### config.mk
export PLATFORM = sky130hd
export DESIGN_NAME = execute_muldiv_unit
export DESIGN_NICKNAME = d
export VERILOG_FILES = /design/src/rtl/execute_muldiv_unit.sv
export SDC_FILE = /design/constraint.sdc
export NUM_CORES = 1
export LEC_CHECK = 0
export ABC_CLOCK_PERIOD_IN_PS = 4000
export CORE_MARGIN = 2
export CORE_UTILIZATION = 56
export CTS_CLUSTER_DIAMETER = 150
export CTS_CLUSTER_SIZE = 30
export DETAILED_ROUTE_END_ITERATION = 10
export GPL_TIMING_DRIVEN = 1
export PLACE_DENSITY = 0.78
export REMOVE_ABC_BUFFERS = 1
export SETUP_SLACK_MARGIN = 0.2
export SYNTH_ARGS = -nofsm -noshare
export SYNTH_HDL_FRONTEND = slang
export SYNTH_SLANG_ARGS = --single-unit
### constraint.sdc
create_clock -name clk -period 4 [get_ports clk]
set_clock_uncertainty 0.05 [all_clocks]
set_input_delay 0.6 -clock clk [delete_from_list [all_inputs] [get_ports clk]]
set_output_delay 0.6 -clock clk [all_outputs]
set_load 0.1 [all_outputs]
### src/rtl/execute_muldiv_unit.sv
// HI/LO multiply/divide unit for the Execute stage: 32-cycle shift-add multiply and restoring divide.
// Optional build macro MULDIV_FAST_MULT_EN: single-cycle combinational MULT/MULTU, divide unchanged.
module execute_muldiv_unit #(
  parameter int DATA_W = 32
) (
  input  logic              clk,
  input  logic              rst_n,
  input  logic              start_E,
  input  logic [2:0]        op_E,
  input  logic [DATA_W-1:0] src_a_E,
  input  logic [DATA_W-1:0] src_b_E,
  input  logic              flush,
  output logic              busy,
  output logic              done,
  output logic [DATA_W-1:0] hi,
  output logic [DATA_W-1:0] lo,
  output logic [1:0]        o_dbg_state
);

  typedef enum logic [1:0] {
    S_IDLE = 2'd0,
    S_ITER = 2'd1,
    S_FIX  = 2'd2
  } state_t;

  localparam logic [2:0] OP_MULT  = 3'b000;
  localparam logic [2:0] OP_MULTU = 3'b001;
  localparam logic [2:0] OP_DIV   = 3'b010;
  localparam logic [2:0] OP_DIVU  = 3'b011;
  localparam logic [2:0] OP_MTHI  = 3'b100;
  localparam logic [2:0] OP_MTLO  = 3'b101;

  state_t              r_state;
  logic [5:0]          r_cnt;
  logic                r_busy;
  logic                r_done;
  logic [DATA_W-1:0]   r_hi;
  logic [DATA_W-1:0]   r_lo;
  logic [DATA_W-1:0]   r_opa;     // multiplicand magnitude
  logic [DATA_W-1:0]   r_opb;     // divisor magnitude
  logic [2*DATA_W-1:0] r_acc;     // product, or dividend shifting into quotient
  logic [DATA_W-1:0]   r_rem;
  logic                r_is_div;
  logic                r_neg_q;
  logic                r_neg_r;
  logic                r_div0;
`ifdef MULDIV_FAST_MULT_EN
  logic                r_fast;
`endif

  // Operand conditioning at acceptance
  logic              w_is_signed;
  logic              w_is_div;
  logic              w_sign_a;
  logic              w_sign_b;
  logic [DATA_W-1:0] w_mag_a;
  logic [DATA_W-1:0] w_mag_b;

  assign w_is_signed = (op_E == OP_MULT) || (op_E == OP_DIV);
  assign w_is_div    = (op_E == OP_DIV) || (op_E == OP_DIVU);
  assign w_sign_a    = w_is_signed & src_a_E[DATA_W-1];
  assign w_sign_b    = w_is_signed & src_b_E[DATA_W-1];
  assign w_mag_a     = w_sign_a ? ({DATA_W{1'b0}} - src_a_E) : src_a_E;
  assign w_mag_b     = w_sign_b ? ({DATA_W{1'b0}} - src_b_E) : src_b_E;

`ifdef MULDIV_FAST_MULT_EN
  logic [2*DATA_W-1:0] w_fast_prod;
  assign w_fast_prod = {{DATA_W{1'b0}}, w_mag_a} * {{DATA_W{1'b0}}, w_mag_b};
`endif

  // One shift-add multiply step: carry out of the upper half is kept in the 33-bit sum
  logic [DATA_W:0]     w_mul_sum;
  logic [2*DATA_W-1:0] w_mul_next;
  assign w_mul_sum  = {1'b0, r_acc[2*DATA_W-1:DATA_W]} + {1'b0, r_opa};
  assign w_mul_next = r_acc[0] ? {w_mul_sum, r_acc[DATA_W-1:1]}
                               : {1'b0, r_acc[2*DATA_W-1:1]};

  // One restoring divide step on a 33-bit partial remainder
  logic [DATA_W:0] w_div_shift;
  logic [DATA_W:0] w_div_diff;
  logic            w_div_ok;
  assign w_div_shift = {r_rem, r_acc[DATA_W-1]};
  assign w_div_diff  = w_div_shift - {1'b0, r_opb};
  assign w_div_ok    = ~w_div_diff[DATA_W];

  // Sign correction applied in FIX
  logic [2*DATA_W-1:0] w_prod_fix;
  logic [DATA_W-1:0]   w_quo_fix;
  logic [DATA_W-1:0]   w_rem_fix;
  assign w_prod_fix = r_neg_q ? ({(2*DATA_W){1'b0}} - r_acc) : r_acc;
  assign w_quo_fix  = r_div0  ? {DATA_W{1'b1}}
                    : (r_neg_q ? ({DATA_W{1'b0}} - r_acc[DATA_W-1:0]) : r_acc[DATA_W-1:0]);
  assign w_rem_fix  = r_neg_r ? ({DATA_W{1'b0}} - r_rem) : r_rem;

  always_ff @(posedge clk) begin
    if (!rst_n) begin
      r_state  <= S_IDLE;
      r_cnt    <= 6'd0;
      r_busy   <= 1'b0;
      r_done   <= 1'b0;
      r_hi     <= {DATA_W{1'b0}};
      r_lo     <= {DATA_W{1'b0}};
      r_opa    <= {DATA_W{1'b0}};
      r_opb    <= {DATA_W{1'b0}};
      r_acc    <= {(2*DATA_W){1'b0}};
      r_rem    <= {DATA_W{1'b0}};
      r_is_div <= 1'b0;
      r_neg_q  <= 1'b0;
      r_neg_r  <= 1'b0;
      r_div0   <= 1'b0;
`ifdef MULDIV_FAST_MULT_EN
      r_fast   <= 1'b0;
`endif
    end else begin
      r_done <= 1'b0;
      if (flush) begin
        // Abort: HI/LO untouched, no done pulse, new starts on this edge dropped
        r_state <= S_IDLE;
        r_busy  <= 1'b0;
        r_cnt   <= 6'd0;
      end else begin
        case (r_state)
          S_IDLE: begin
            r_busy <= 1'b0;
            if (start_E) begin
              case (op_E)
                OP_MTHI: r_hi <= src_a_E;
                OP_MTLO: r_lo <= src_a_E;
                OP_MULT, OP_MULTU, OP_DIV, OP_DIVU: begin
                  r_busy   <= 1'b1;
                  r_cnt    <= 6'd0;
                  r_is_div <= w_is_div;
                  r_opa    <= w_mag_a;
                  r_opb    <= w_mag_b;
                  r_rem    <= {DATA_W{1'b0}};
                  r_neg_q  <= w_sign_a ^ w_sign_b;
                  r_neg_r  <= w_sign_a;
                  r_div0   <= w_is_div && (src_b_E == {DATA_W{1'b0}});
                  r_acc    <= w_is_div ? {{DATA_W{1'b0}}, w_mag_a}
                                       : {{DATA_W{1'b0}}, w_mag_b};
                  r_state  <= S_ITER;
`ifdef MULDIV_FAST_MULT_EN
                  r_fast   <= ~w_is_div;
                  if (!w_is_div) begin
                    r_acc   <= w_fast_prod;
                    r_state <= S_FIX;
                  end
`endif
                end
                default: ;
              endcase
            end
          end
          S_ITER: begin
            r_cnt <= r_cnt + 6'd1;
            if (r_is_div) begin
              r_rem <= w_div_ok ? w_div_diff[DATA_W-1:0] : w_div_shift[DATA_W-1:0];
              r_acc <= {r_acc[2*DATA_W-1:DATA_W], r_acc[DATA_W-2:0], w_div_ok};
            end else begin
              r_acc <= w_mul_next;
            end
            if (r_cnt == 6'd31) begin
              r_state <= S_FIX;
            end
          end
          S_FIX: begin
            if (r_is_div) begin
              r_hi <= w_rem_fix;
              r_lo <= w_quo_fix;
            end else begin
              r_hi <= w_prod_fix[2*DATA_W-1:DATA_W];
              r_lo <= w_prod_fix[DATA_W-1:0];
            end
            r_done  <= 1'b1;
            // Iterative ops keep the stall through the done cycle
            r_busy  <= 1'b1;
`ifdef MULDIV_FAST_MULT_EN
            if (r_fast) begin
              r_busy <= 1'b0;
            end
`endif
            r_state <= S_IDLE;
          end
          default: r_state <= S_IDLE;
        endcase
      end
    end
  end

  assign busy        = r_busy;
  assign done        = r_done;
  assign hi          = r_hi;
  assign lo          = r_lo;
  assign o_dbg_state = r_state;

endmodule

Word-level counts from Yosys, hierarchy flattened
Cells that the tools add are included.
{ "op_classes": {"n_addsub": 8, "n_mux": 36, "reduce_logical": 18, "n_bitwise": 6, "eq_ne": 15} }
{ "ops": {"columns": ["cell", "count"], "rows": [
  ["2-to-1 mux 32 bit", 16],
  ["2-to-1 mux 64 bit", 5],
  ["one-hot mux 32 bit (2 select lines)", 3],
  ["one-hot mux 64 bit (2 select lines)", 1],
  ["subtractor 1 x 32 -> 32 bit, first input constant", 4],
  ["subtractor 1 x 64 -> 64 bit, first input constant", 1],
  ["adder 32 x 32 -> 33 bit", 1],
  ["subtractor 33 x 32 -> 33 bit", 1],
  ["zero test 32 bit", 1],
  ["AND reduction 4 bit", 4],
  ["2-to-1 mux 6 bit", 2],
  ["one-hot mux 6 bit (2 select lines)", 1],
  ["AND reduction 5 bit", 2],
  ["inequality test 2 bit, second input constant", 4],
  ["adder 6 x 1 -> 6 bit, second input constant", 1],
  ["== test 3 x 2 -> 1 bit, second input constant", 2],
  ["== test 3 bit, second input constant", 2],
  ["== test 6 x 5 -> 1 bit, second input constant", 1],
  ["2-to-1 mux 2 bit", 3],
  ["inequality test 2 x 1 -> 1 bit, second input constant", 3],
  ["AND reduction 3 bit", 2],
  ["one-hot mux 2 bit (2 select lines)", 1],
  ["nonzero test 2 bit", 2],
  ["OR reduction 4 bit", 1],
  ["other kinds (13)", 19]
]} }
{ "word_totals": {"register_bits": 238, "out_inout_bits": 68, "in_bits": 71, "elab_cells": 98} }

Depth between registers and ports, before layout
{ "depth": {"ltp_word": 8, "ltp_mapped": 14, "ltp_nobuf": 12} }

Least setup slack after synthesis
Ideal clock, no wire load.
{ "synth_path": {"path_type": "reg-to-reg", "startpoint": "register r_acc[26]", "endpoint": "register r_hi[20], in the netlist hi[20]", "path_stages_with_launch": 11, "setup_ns": 0.061, "arrival_time_ns": 3.107, "synth_period_minus_slack_ns": 3.218, "n_path_buf": 1, "path_slack_ns": 0.782, "t_required_ns": 3.889, "cell_sequence": "dfxtp_1 buf_2 or4_4 or3_1 or3_4 or2_1 or3_1 o41ai_2 xor2_1 a2111oi_0 a31o_2"} }
{ "synth_via": {"elab_chain_len": 4} }
{ "synth_lines": {"columns": ["element", "line", "text"], "rows": [
  ["start: declaration", "41", "logic [2*DATA_W-1:0] r_acc;"],
  ["start signal: assignment", "105", "r_acc <= {(2*DATA_W){1'b0}};"],
  ["start signal: assignment", "139", "r_acc <= w_is_div ? {{DATA_W{1'b0}}, w_mag_a}"],
  ["start signal: assignment", "158", "r_acc <= {r_acc[2*DATA_W-1:DATA_W], r_acc[DATA_W-2:0], w_div_ok};"],
  ["subtractor 1 x 64 -> 64 bit", "90", "assign w_prod_fix = r_neg_q ? ({(2*DATA_W){1'b0}} - r_acc) : r_acc;"],
  ["2-to-1 mux 64 bit", "90", null],
  ["2-to-1 mux 32 bit", "167", "if (r_is_div) begin"],
  ["one-hot mux 32 bit (2 select lines)", "122", "case (r_state)"],
  ["end signal: assignment", "127", "OP_MTHI: r_hi <= src_a_E;"],
  ["end signal: assignment", "168", "r_hi <= w_rem_fix;"],
  ["end signal: assignment", "171", "r_hi <= w_prod_fix[2*DATA_W-1:DATA_W];"],
  ["end: declaration", "37", "logic [DATA_W-1:0] r_hi;"]
]} }
Every way passes these cells.
A chain may end at the register's enable or synchronous reset.

Final worst setup path
{ "layout_path": {"startpoint": "register r_acc[26]", "endpoint": "register r_hi[17], in the netlist hi[17]"} }
The elaborated chain is that of the path after synthesis.

==> reports/qor_table.md <==
| Metric | This run |
|---|---|
| Outcome | completed |
| Number of inserted diodes | 0 |
| Area growth from synthesis to layout | 12.3% |
| Routed length per placed instance | 21.7 um |
| Required time at the endpoint of the critical path | 4.40 ns |
| Most used cell along the critical path | sky130_fd_sc_hd__or4_4 |
| Family with the most delay on the worst path | simple AND/OR/NAND/NOR gates |
| Share of power burned in the clock network | 0.266 |
| Critical path type | register to register |
| Drt total wl | 58,500 um |
| Switching power total | 0.00161 W |
| Global-route total usage across every layer | 0.363 |
| Type of the most critical hold path | register to register |
| Clock edge transition at the registers on the reported setup and hold paths | 0.12 ns |
| Cells on worst reg2reg path | 9 |
| Number of enable-type register cells in the synthesized netlist | 0 |
| Final HPWL from detailed placement | 43,800 um |
| Number of endpoints with negative hold slack in the final report | 0 |
| Net count of the finished layout | 2,444 |
| Worst-path maximum fanout | 8 |
| Peak supply drop | 0.000218 V |
| Final Setup Violations | 0 |
| Initial DRC Count | 2,210 |
| Least-Margin Pin Slew | 1.05 ns |
| Worst Path Buf+Inv | 0 |
| Number of antenna violations at the first check in global routing | 0 |
| CTS root buf | sky130_fd_sc_hd__clkbuf_16 |
| Number of warnings reported in the yosys synthesis log | 0 |
| Biggest area contributors in the synthesized netlist | sky130_fd_sc_hd__dfxtp_1 (28%), sky130_fd_sc_hd__xnor2_1 (6.7%), sky130_fd_sc_hd__a21oi_1 (6.6%) |
| Cell internal pwr | 0.00340 W |
| Cell type contributing the most total cell area after synthesis | sky130_fd_sc_hd__dfxtp_1 |
| Number of buffers added by the clock tree synthesis step | 11 |
| Async set or reset register ratio after synthesis | 0 |
| Period utilization | 0.910 |
| Relative max-transition margin | 0.296 |
| Combinational share of power | 0.233 |
| Syn avg cell area | 7.52 um^2 |
| Critical-path top delay cell | sky130_fd_sc_hd__or4_4 |
| Total number of cells along the worst setup path | 9 |
| Number of sinks on the clock net | 238 |
| Switching portion of total power | 0.322 |
| RSZ-0062 raised after global routing | no |
| Count of vias placed by the detailed router | 17,830 |
| Number of DRC violations after detailed routing | 0 |
| Synthesized flop and latch total | 238 |
| Lkg Pwr | 7.01 nW |
| Weighted congestion at the end of routability-driven global placement | 0.987 |
| Count of cells along the worst hold path | 2 |
| Most frequent cells after synthesis | sky130_fd_sc_hd__nor2_1 (239), sky130_fd_sc_hd__dfxtp_1 (238), sky130_fd_sc_hd__a21oi_1 (223) |
| Category of the worst setup path capture point | register |
| Layout cells sized above 1 | 0.0552 |
| Slowest stage delay, CP | 0.58 ns |
| Time the worst path needs with I/O delays and setup | 3.64 ns |
| Util after Layout | 0.640 |
| Most used standard cell by instance count after synthesis | sky130_fd_sc_hd__nor2_1 |
| Worst endpoint data arrival time | 4.04 ns |
| Die span in x | 178 um |
| Via count of the first global-routing pass | 16,296 |
| Combined area of all synthesized cells | 16,900 um^2 |
| Maximum clock frequency | 0.275 GHz |
| Category of the worst setup path launch point | register |
| Starting utilization of the core area | 0.570 |
| Global route total overflow | 0 |
| Number of non-filler instances in the completed layout | 2,692 |
| Area of the placeable core | 29,700 um^2 |
| Area enclosed by the die boundary | 31,700 um^2 |
| Count of buffers inserted at the top-level ports | 138 |
| H-tree levels | 1 |
| Ratio of routed vias to standard cells | 6.62 |
| Clock tree from TritonCTS | done |
| Syn Inst Count | 2,252 |
| Max-slew violation total from the final report | 0 |
| Initial DRT Pass Iterations | 8 |
| Number of placed I/O pins | 139 |
| Most instantiated flip-flop cell in the synthesis netlist | sky130_fd_sc_hd__dfxtp_1 |
| Register share of total power | 0.501 |
| Ordered list of cells on the worst path | or4_4 -> or3_1 -> or3_4 -> or4_4 -> or2_1 -> nand2_1 -> xor2_1 -> a2111oi_0 -> a31o_2 |
| Clock network latency to the later pin of the worst-skew pair | 0.50 ns |
| Wire length of the first global-routing pass | 90,600 um |
| DP Cell Count | 2,677 |
| Register area share after synthesis | 0.281 |
| Remaining number of nets flagged by the antenna check after routing | 0 |
| Maximum number of pins on one net before global-route repair | 98 |
| Max-capacitance violation count | 0 |
| Distinct cell type count of the synthesized netlist | 72 |
| Top-area cell type share of the netlist area | 0.281 |
| Row count | 63 |
| Overall die height | 178 um |
| P per Cell Area | 263 nW/um^2 |
| Largest buffer count on any clock path | 3 |
## routing by layer
metal	wire, um	global-route usage	up-vias
met5	0	0	-
met2	25000	0.552	1023
met1	24300	0.504	8345
met3	5560	0.0428	206
met4	3570	0.188	0
li1	-	-	8256
## cells by family (layout without fill, tap and decap cells)
family | Yosys count | in the layout | share of synthesized area
AO/OA/AOI/OAI | 755 | 755 | 0.285
AND/OR/NAND/NOR | 712 | 712 | 0.196
flip-flops | 238 | 238 | 0.281
buffers and inverters | 224 | 274 | 0.0498
XOR/XNOR | 203 | 203 | 0.105
adder cells (fa/ha/maj) | 71 | 71 | 0.0533
multiplexers | 49 | 49 | 0.0296
## through the flow
step / hold WS [ns] / power [W] / setup WS (ns) / instance area [um^2] / TNS (ns)
after floorplan: 0.386 / 0.00329 / -4.41 / 16300 / -281.66
after global placement: 0.392 / 0.00368 / 0.354 / 18700 / 0
after detailed placement: 0.394 / 0.00369 / 0.303 / 18700 / 0
after CTS: 0.411 / 0.00498 / 0.374 / 19000 / 0
after global routing: 0.440 / 0.00518 / 0.234 / 19000 / 0
final: 0.409 / 0.00501 / 0.360 / 19000 / 0
## power groups by stage
stage / registers [W] / logic [W] / clock network [W]
CTS: 0.00251 / 0.00114 / 0.00134
global placement: 0.00256 / 0.00112 / 0
detailed placement: 0.00256 / 0.00113 / 0
finish: 0.00251 / 0.00117 / 0.00133
global route: 0.00252 / 0.00125 / 0.00140
floorplan: 0.00262 / 0.000670 / 0
## final timing paths
kind                            startpoint  endpoint  slack [ns]
worst min-delay path                lo[19]    lo[19]        0.41
worst max-delay path             r_acc[26]    hi[17]        0.36
worst min register to register      lo[19]    lo[19]        0.41
worst max register to register   r_acc[26]    hi[17]        0.36
## tightest hold or removal path, stage by stage, from the launching register on
cell and delay, ns:
sky130_fd_sc_hd__dfxtp_1 0.33, sky130_fd_sc_hd__nand2_1 0.05, sky130_fd_sc_hd__a21oi_1 0.05
## layout by cell type, fill, tap and decap left out, drive strengths merged, types with 44 or more instances in the layout
cell type / netlist / final
buf: 18 / 62
nor2: 239 / 239
o21ai: 169 / 169
ha: 69 / 69
nor3: 52 / 52
dfxtp: 238 / 238
a21oi: 223 / 223
xor2: 74 / 74
inv: 62 / 62
clkdlybuf4s50: 0 / 137
nand2: 194 / 194
a211oi: 71 / 71
xnor2: 129 / 129
nand3: 44 / 44
## what timing repair did
action	CTS	global route
setup endpoints to repair	0	2
setup buffers	0	2
hold buffers	0	0
gates resized for setup	0	1
## state kept, by name, summed over array words and instances, names as in the netlist
| register | count |
|---|---|
| hi | 32 |
| r_opb | 32 |
| r_neg_r | 1 |
| r_acc | 64 |
| r_neg_q | 1 |
| r_cnt | 6 |
| r_is_div | 1 |
| o_dbg_state | 2 |
| r_div0 | 1 |
| busy | 1 |
| r_rem | 32 |
| lo | 32 |
| done | 1 |
| r_opa | 32 |
## cell type report
type / instances / area [um^2]
Sequential cell: 238 / 4770
Tap cell: 390 / 488
Inverter: 62 / 235
Fill cell: 2634 / 10700
Timing Repair Buffer: 199 / 1860
Multi-Input combinational cell: 1790 / 11400
Clock buffer: 13 / 293
No activity file was read; power rests on OpenSTA's default activity.
==> RTL edit, RTL diff (same flow settings) <==
Change the parameter `DATA_W` from 32 to 28.
--- a/src/rtl/execute_muldiv_unit.sv
+++ b/src/rtl/execute_muldiv_unit.sv
@@ -2,5 +2,5 @@
 // Optional build macro MULDIV_FAST_MULT_EN: single-cycle combinational MULT/MULTU, divide unchanged.
 module execute_muldiv_unit #(
-  parameter int DATA_W = 32
+  parameter int DATA_W = 28
 ) (
   input  logic              clk,
Ports: changed (resized hi, lo, src_a_E and src_b_E); port bits go from 139 to 123. No check against the original RTL was run, so the function may have changed too.
==> RTL edit against the original RTL <==
Design area down 12%; critical path depth up 4; setup slack better by 0.14 ns; cell count down 14%; total power down 11%; sequential cell count down 28; maximum frequency up 3.9%; routed wire length down 18%; sequential share of layout area up 0.20 points; synthesized area down 12%; critical path type unchanged; largest cell class unchanged.
==> RTL edit: results (changes against the original RTL) <==
Placed Instances=2,309 (was 2,677); Place WS=0.431 ns (was 0.303 ns); GPL Wtd Cong=1.00 (was 0.987); I/O Buffers=122 (was 138); Worst Min Path Start=lo[8]$_SDFFE_PN0P_ (was lo[19]$_SDFFE_PN0P_); top cells by area, synth=dfxtp_1 28%, xnor2_1 6.4%, nand2_1 5.6% (was dfxtp_1 28%, xnor2_1 6.7%, a21oi_1 6.6%); worst-path maximum fanout=12 (was 8); WL met1=20,000 um (was 24,300 um); Syn Area/Cell=7.67 um^2 (was 7.52 um^2); Hold EP=lo[8]$_SDFFE_PN0P_ (was lo[19]$_SDFFE_PN0P_); max reg flops=56 (was 64); met3 Use GR=4.80% (was 4.28%); Skew-Pair Late Insertion Delay=0.50 ns (about the same); Post-Synth Adder-Cell Area=5.40% (was 5.33%); sequential area share after synthesis=28.3% (was 28.1%); Vias=15,200 (was 17,800); mux contribution to synthesized area=3.68% (was 2.96%); dpl cell area=16,400 um^2 (was 18,700 um^2); fin worst setup slack=0.496 ns (was 0.360 ns); first-pass GRT wire length=75,300 um (was 90,600 um); hold crit path type=reg -> reg (unchanged); outcome=completed (unchanged); post-DR wirelength/cell=20.7 um (was 21.7 um); post-synthesis compound-gate area fraction=28.6% (was 28.5%); layout cells sized above 1=4.83% (was 5.52%); peak supply drop=0.000272 V (was 0.000218 V); slowest stage delay, CP=0.44 ns (was 0.58 ns); antenna violations before repair=1 (was 0); largest net degree at the start of global routing=145 (was 98); XOR/XNOR Fraction of Synth Area=10.0% (was 10.5%); FF-to-FF End=r_rem[23]$_SDFFE_PN0P_ (was hi[17]$_SDFFE_PN0P_); worst reg2reg path depth=13 (was 9); Worst EP arrival=3.83 ns (was 4.04 ns); vias in the first global route=14,100 (was 16,300); DRT Pass-1 Iters=5 (was 8); Highest Signal Layer=met5 (was met4); critical path startpoint=r_acc[27]$_SDFFE_PN0P_ (was r_acc[26]$_SDFFE_PN0P_); Slowest-stage cell, CP=a2111oi_2 (was or4_4); Post-CTS Resized=0 (unchanged); EDFF count, synth=0 (unchanged); Hold Slack=0.415 ns (was 0.409 ns); delay-heaviest family, CP=compound AO/OA/AOI/OAI gates (was simple AND/OR/NAND/NOR gates); Layout Nets=2,112 (was 2,444); met2 usage=51.7% (was 55.2%); Distinct cells, synth=81 (was 72); clk slew on worst S/H paths=0.13 ns; met1 usage=44.3% (was 50.4%); Setup Buffers After CTS=0 (unchanged); Initial DRC Count=1,997 (was 2,210); total track usage=33.0% (was 36.3%); worst slew pin tran=1.09 ns (was 1.05 ns); Met2 Wirelength=21,200 um (was 25,000 um); clock buffer depth=3 (unchanged); Worst Hold Depth=2 (unchanged); Inserted Clock Buffers=10 (was 11); commonest cells in the netlist=222 x nand2_1, 210 x dfxtp_1, 207 x nor2_1, 160 x a21oi_1, 109 x xnor2_1 (was 239 x nor2_1, 238 x dfxtp_1, 223 x a21oi_1, 194 x nand2_1, 166 x o21ai_0); met3 routed WL=4150 um (was 5560 um); DP Wirelength=35,300 um (was 43,800 um); routed wire length=48,000 um (was 58,500 um); LEAKAGE=5.97 nW (was 7.01 nW)
-- RTL edit: area by class of cell --
type	count	area (um^2)
Clock buffer	12	279
Fill cell	2296	9400
Inverter	63	239
Multi-Input combinational cell	1536	9930
Sequential cell	210	4210
Tap cell	335	419
Timing Repair Buffer	165	1580
-- RTL edit: power breakdown --
group	internal [mW]	switching, mW
Clock	0.502	0.708
Combinational	0.391	0.659
Sequential	2.15	0.0683
-- RTL edit: how the worst max path moves through the flow --
stage	depth (start not counted)	to
3_3_place_gp	9	r_acc[17]$_SDFFE_PN0P_
5_1_grt	12	r_acc[0]$_SDFFE_PN0P_
2_1_floorplan	3	r_opa[27]$_SDFFE_PN0P_
3_5_place_dp	9	r_acc[17]$_SDFFE_PN0P_
6_report	13	r_rem[23]$_SDFFE_PN0P_
4_1_cts	13	r_rem[23]$_SDFFE_PN0P_
